`src/rtl/mem_arbiter.sv`:
```
// Byte-serial arbiter for the shared RAM/IO port: instruction fetch vs load/store buffer.
// Each request becomes 1/2/4 little-endian byte transfers; IO writes honour io_buffer_full.
module mem_arbiter #(
  parameter logic [31:0] IO_BASE     = 32'h30000,
  parameter int unsigned FETCH_BYTES = 4
) (
  input  logic        clk,
  input  logic        rst,
  input  logic        rdy,
  input  logic        flush,
  input  logic        if_req,
  input  logic [31:0] if_addr,
  output logic        if_done,
  output logic [31:0] if_data,
  input  logic        ls_req,
  input  logic        ls_wr,
  input  logic [1:0]  ls_size,
  input  logic [31:0] ls_addr,
  input  logic [31:0] ls_wdata,
  output logic        ls_done,
  output logic [31:0] ls_rdata,
  input  logic [7:0]  mem_din,
  output logic [7:0]  mem_dout,
  output logic [31:0] mem_a,
  output logic        mem_wr,
  input  logic        io_buffer_full
);

  // Handshake: if_req/ls_req are held by the requester until the matching one-cycle
  // done pulse (or, for IF, a flush); data outputs are valid only while done is high.

  localparam logic [2:0] FETCH_N = 3'(FETCH_BYTES);

  typedef enum logic [1:0] {S_IDLE, S_READ, S_WRITE, S_DONE} state_t;

  state_t      state_q, state_d;
  logic        owner_ls_q, owner_ls_d;
  logic        last_ls_q, last_ls_d;
  logic [31:0] addr_q, addr_d;
  logic [2:0]  n_q, n_d;
  logic [31:0] wdata_q, wdata_d;
  logic [2:0]  cnt_q, cnt_d;
  logic        iss_q, iss_d;
  logic [31:0] data_q, data_d;
  logic [31:0] mem_a_q;

  logic [31:0] mem_a_c;
  logic [7:0]  mem_dout_c;
  logic        mem_wr_c;
  logic        if_done_c, ls_done_c;
  logic        if_cand, pick_ls;
  logic [2:0]  issue_idx;
  logic [31:0] wr_addr;
  logic        wr_stall;

  function automatic logic [2:0] size_to_n(input logic [1:0] size);
    case (size)
      2'd0:    return 3'd1;
      2'd1:    return 3'd2;
      default: return 3'd4;
    endcase
  endfunction

  always_comb begin
    state_d    = state_q;
    owner_ls_d = owner_ls_q;
    last_ls_d  = last_ls_q;
    addr_d     = addr_q;
    n_d        = n_q;
    wdata_d    = wdata_q;
    cnt_d      = cnt_q;
    iss_d      = iss_q;
    data_d     = data_q;
    mem_a_c    = 32'h0;
    mem_dout_c = 8'h0;
    mem_wr_c   = 1'b0;
    if_done_c  = 1'b0;
    ls_done_c  = 1'b0;

    // LS wins a tie unless it was the last one served, so neither side starves.
    if_cand   = if_req && !flush;
    pick_ls   = ls_req && (!if_cand || !last_ls_q);
    // In READ, cnt_q counts captured bytes and iss_q marks one byte still on its way back.
    issue_idx = cnt_q + {2'b00, iss_q};
    wr_addr   = addr_q + {29'h0, cnt_q};
    wr_stall  = (wr_addr >= IO_BASE) && io_buffer_full;

    case (state_q)
      S_IDLE: begin
        if (pick_ls || if_cand) begin
          owner_ls_d = pick_ls;
          addr_d     = pick_ls ? ls_addr : if_addr;
          n_d        = pick_ls ? size_to_n(ls_size) : FETCH_N;
          wdata_d    = pick_ls ? ls_wdata : 32'h0;
          cnt_d      = 3'd0;
          iss_d      = 1'b0;
          data_d     = 32'h0;
          state_d    = (pick_ls && ls_wr) ? S_WRITE : S_READ;
        end
      end
      S_READ: begin
        if (!owner_ls_q && flush) begin
          state_d   = S_IDLE;
          last_ls_d = 1'b0;
          iss_d     = 1'b0;
        end else begin
          if (iss_q) begin
            data_d[{cnt_q[1:0], 3'b000} +: 8] = mem_din;
            cnt_d = cnt_q + 3'd1;
          end
          if (issue_idx < n_q) begin
            mem_a_c = addr_q + {29'h0, issue_idx};
            iss_d   = 1'b1;
          end else begin
            iss_d = 1'b0;
          end
          if (iss_q && ((cnt_q + 3'd1) == n_q)) state_d = S_DONE;
        end
      end
      S_WRITE: begin
        mem_a_c    = wr_addr;
        mem_dout_c = wdata_q[{cnt_q[1:0], 3'b000} +: 8];
        mem_wr_c   = !wr_stall;
        if (!wr_stall) begin
          cnt_d = cnt_q + 3'd1;
          if ((cnt_q + 3'd1) == n_q) state_d = S_DONE;
        end
      end
      S_DONE: begin
        state_d   = S_IDLE;
        last_ls_d = owner_ls_q;
        if (owner_ls_q) ls_done_c = 1'b1;
        else            if_done_c = !flush;
      end
      default: state_d = S_IDLE;
    endcase
  end

  // With rdy low the address is held so the RAM keeps returning the byte still owed.
  assign mem_a    = rdy ? mem_a_c : mem_a_q;
  assign mem_wr   = rdy & mem_wr_c;
  assign mem_dout = rdy ? mem_dout_c : 8'h0;
  assign if_done  = rdy & if_done_c;
  assign ls_done  = rdy & ls_done_c;
  assign if_data  = if_done ? data_q : 32'h0;
  assign ls_rdata = ls_done ? data_q : 32'h0;

  always_ff @(posedge clk or negedge rst) begin
    if (!rst) begin
      state_q    <= S_IDLE;
      owner_ls_q <= 1'b0;
      last_ls_q  <= 1'b0;
      addr_q     <= 32'h0;
      n_q        <= 3'd0;
      wdata_q    <= 32'h0;
      cnt_q      <= 3'd0;
      iss_q      <= 1'b0;
      data_q     <= 32'h0;
      mem_a_q    <= 32'h0;
    end else if (rdy) begin
      state_q    <= state_d;
      owner_ls_q <= owner_ls_d;
      last_ls_q  <= last_ls_d;
      addr_q     <= addr_d;
      n_q        <= n_d;
      wdata_q    <= wdata_d;
      cnt_q      <= cnt_d;
      iss_q      <= iss_d;
      data_q     <= data_d;
      mem_a_q    <= mem_a_c;
    end
  end

endmodule
```
`config.mk`:
```
export PLATFORM = sky130hd
export DESIGN_NAME = mem_arbiter
export DESIGN_NICKNAME = d
export VERILOG_FILES = /design/src/rtl/mem_arbiter.sv
export SDC_FILE = /design/constraint.sdc
export NUM_CORES = 1
export LEC_CHECK = 0
export CORE_MARGIN = 2
export CORE_UTILIZATION = 40
export DETAILED_ROUTE_END_ITERATION = 16
export GPL_TIMING_DRIVEN = 1
export HOLD_SLACK_MARGIN = 0.06
export PLACE_DENSITY = 0.68
export SYNTH_ARGS = -nofsm -noshare
export SYNTH_HDL_FRONTEND = slang
export SYNTH_SLANG_ARGS = --single-unit
```
`constraint.sdc`:
```
create_clock -name clk -period 3.9 [get_ports clk]
set_input_delay 0.975 -clock clk [delete_from_list [all_inputs] [get_ports clk]]
set_output_delay 0.975 -clock clk [all_outputs]
set_load 0.02 [all_outputs]
```
==> results.toml <==
[cts]
cts_tree = "built"
clock-sinks = 139
htreeDepth = 4
ctsLongestPathBuffers = 2
hold_buffers = 0
clk_pin_slew_worst_paths_ns = 0.06
root_buffer = "clkbuf_16"
cts_buffers = 17
clock_latency_ns = 0.44

[floorplanning]
start_util_pct = 40.7
ios = 221
core_sq_um = 21000
die_x_microns = 150
num_rows = 53
die_h_microns = 150
dieArea_sq_um = 22500

[synth]
synth_fp_nets = 1048
yosysSeqAreaShare_pct = 40.8
synth.area.top_cells = "dfrtp_1, o21ai_0, a22o_1"
syn_area_sq_um = 8530
ys.warnings.count = 0
ys_types = 76
synth_edf_count = 0
synth_top_area_cell = "dfrtp_1"
yosys_most_used_dff = "dfrtp_1"
syn-instance-count = 914
postSynthAreaPerCell_sq_um = 9.34
ys_async_sr_fraction_pct = 100
yosysTopAreaCellShare_pct = 40.8
ys_ff_latch = 139

[placed_design]
dp_cells = 1489
port_buffers = 220
dp_hpwl_microns = 21100
globalplace.congestion = 0.928

[run_status]
outcome = "finished, violations left"
violations = "setup timing"

[sta]
slew-limit-headroom_pct = 38.9
finClkSkew_ns = 0.0119
hold_viol = 0
fin_setup_tns_ns = -6.40
setup_violations = 33
rsz0062_at_grt = "true"
postLayoutSetupSlackWorst_ns = -0.348
fin_crit_sh_pct = 109
fin_crit_ns = 4.25
worst_pin_slew_ns = 0.910
max_freq_mhz = 235
slew_violations = 0

[pwr]
power.total_mw = 9.41
p_int_mw = 5.55
leakagePower_nw = 6.44
seqPwrFrac_pct = 26.4
peakVddDrop_uv = 412
p_clk_share_pct = 17.9
pwr-share-comb_pct = 55.7
power_density_nw_per_um2 = 675
sw_frac_of_total_pct = 41.0
switchingPower_mw = 3.86

[setup_path]
crit_required_ns = 4.22
cp_data_arrival_time_ns = 4.57
rr_endpoint = "mem_a_q[20]"
worst_setup_path_start_kind = "flip-flop"
cp-startpoint = "cnt_q[0]"
cp_max_fo = 3
endpoint_kind = "flip-flop"
reg2reg_slack_ns = -0.35
reg2reg_from = "cnt_q[0]"
crit_end = "mem_a_q[20]"
worst-setup-path-type = "reg2reg"
reg2reg_depth = 25

[layout]
final_nets = 1429
area_growth_pct = 63.3
layout.cells.non_filler = 1583
drive_above_1_share_pct = 32.3
antennaDiodeCount = 0
final_cell_mix = "buf_4, clkdlybuf4s50_1, dfrtp_1, nand2_1, o21ai_0"
final_common_cell = "buf_4"

[detailed_routing]
firstDrtPassIters = 6
ant_nets = 0
totalWireLength_microns = 29900
drt_first_iter_violations = 569
wl_per_cell_microns = 18.9
remaining_drc_errors = 0
vias = 8665
via_per_inst = 5.47

[global_routing]
grt_overflow = 0
grt_usage_pct = 26.5
antenna_found_initial = 0
first_global_vias = 8349
grt_pass1_wl_microns = 46300
grt_max_degree = 95

[run]
cap_violations = 0

[min_path]
worst_hold_path_type = "reg2reg"
==> worst max-delay path, cell delays in order, from the launching register on <==
cell       delay, ns
dfrtp_2         0.44
ha_4            0.18
ha_4            0.15
xor2_2          0.19
ha_1            0.29
nor2b_4         0.16
o21ai_2         0.17
nor2_2          0.08
buf_4           0.13
a22oi_2         0.24
nor2_1          0.09
o2111ai_2       0.25
o21ai_1         0.16
buf_4           0.16
buf_4           0.12
buf_4           0.12
buf_4           0.12
buf_4           0.12
buf_4           0.12
buf_4           0.12
buf_4           0.12
buf_4           0.12
buf_4           0.12
buf_4           0.12
buf_4           0.12
buf_4           0.12
==> layout make-up <==
| cell class | count | area, sq um |
|---|---|---|
| Tap cell | 275 | 344 |
| Sequential cell | 139 | 3480 |
| Clock inverter | 15 | 193 |
| Fill cell | 1668 | 7010 |
| Clock buffer | 17 | 425 |
| Timing Repair Buffer | 436 | 4130 |
| Inverter | 46 | 173 |
| Multi-Input combinational cell | 655 | 5200 |
==> power groups by stage <==
stage | Sequential, mW | Clock, mW | Combinational [mW]
floorplan | 2.32 | 0 | 2.54
global placement | 2.45 | 0 | 4.06
detailed placement | 2.48 | 0 | 4.10
CTS | 2.47 | 1.71 | 4.98
global route | 2.57 | 1.77 | 5.60
finish | 2.49 | 1.68 | 5.24
==> how the worst min path moves through the flow <==
stage               slack (ns)           to  cells after the start        start
floorplan                 0.47  wdata_q[16]                      1  wdata_q[16]
global placement          0.47  mem_a_q[14]                      1  mem_a_q[14]
detailed placement        0.47  mem_a_q[14]                      1  mem_a_q[14]
CTS                       0.50  mem_a_q[14]                      1  mem_a_q[14]
global route              0.50  mem_a_q[14]                      1  mem_a_q[14]
finish                    0.49  mem_a_q[14]                      1  mem_a_q[14]
==> layer usage <==
layer  share of wire, %  vias to the layer above  global-route usage [%]
met2                 45                      359                    39.2
met4                1.5                        0                    6.60
met5                  0                        -                       0
li1                   -                     4100                       -
met1                 46                     4173                    39.5
met3                7.6                       33                    5.34
==> timing repair <==
action | CTS | global route
buffers inserted | 55 | 17
pin swaps | 67 | 51
gates cloned | 1 | 0
resized for setup | 265 | 65
endpoints found under the setup margin | 33 | 65
==> cells in the mapped netlist, types with 3 or more instances <==
cell / instances
mux2i_1: 36
inv_1: 46
a21oi_1: 29
a211oi_1: 3
buf_1: 4
clkbuf_1: 46
buf_2: 8
a22o_1: 52
nor2_1: 27
nor3_1: 13
nand3_1: 34
or2_2: 4
o211ai_1: 3
buf_6: 5
buf_4: 6
nand4_1: 14
a22oi_1: 17
a21o_1: 9
ha_1: 18
nand2_1: 78
and2_1: 50
a31oi_1: 4
and3_1: 5
dfrtp_1: 139
and4_1: 5
nor2b_1: 12
nor4_1: 27
or3_1: 5
clkbuf_8: 3
mux4_2: 8
xnor2_1: 20
xor2_1: 12
o21ai_0: 93
o2111ai_1: 6
o2bb2ai_1: 21
==> through the flow <==
stage	setup slack [ns]	utilization [%]	area (sq um)	hold WS [ns]
2_1_floorplan	0.0127	-	8600	0.468
3_3_place_gp	-0.663	57.1	12000	0.466
3_5_place_dp	-0.675	57.1	12000	0.469
4_1_cts	-0.287	65.2	13700	0.498
5_1_grt	-0.453	66.5	13900	0.502
6_report	-0.348	66.5	13900	0.492
==> registers in the layout, summed over array words and instances (netlist names), 2 cells and up <==
register	count
addr_q	32
cnt_q	3
data_q	32
mem_a_q	32
n_q	3
state_q	2
wdata_q	32
==> logic make-up (layout without fill, tap and decap cells) <==
group | after synthesis | count (layout) | share of synthesized area [%]
muxes | 47 | 47 | 6.73
xor gates and xnor gates | 32 | 32 | 3.28
AOI/OAI and AO/OA | 264 | 264 | 21.2
DFF | 139 | 139 | 40.8
adders and majority gates | 20 | 20 | 3.11
and+or+nand+nor | 292 | 292 | 18.3
buffers and inverters | 120 | 514 | 6.60
Power figures use the tool's default switching activity.
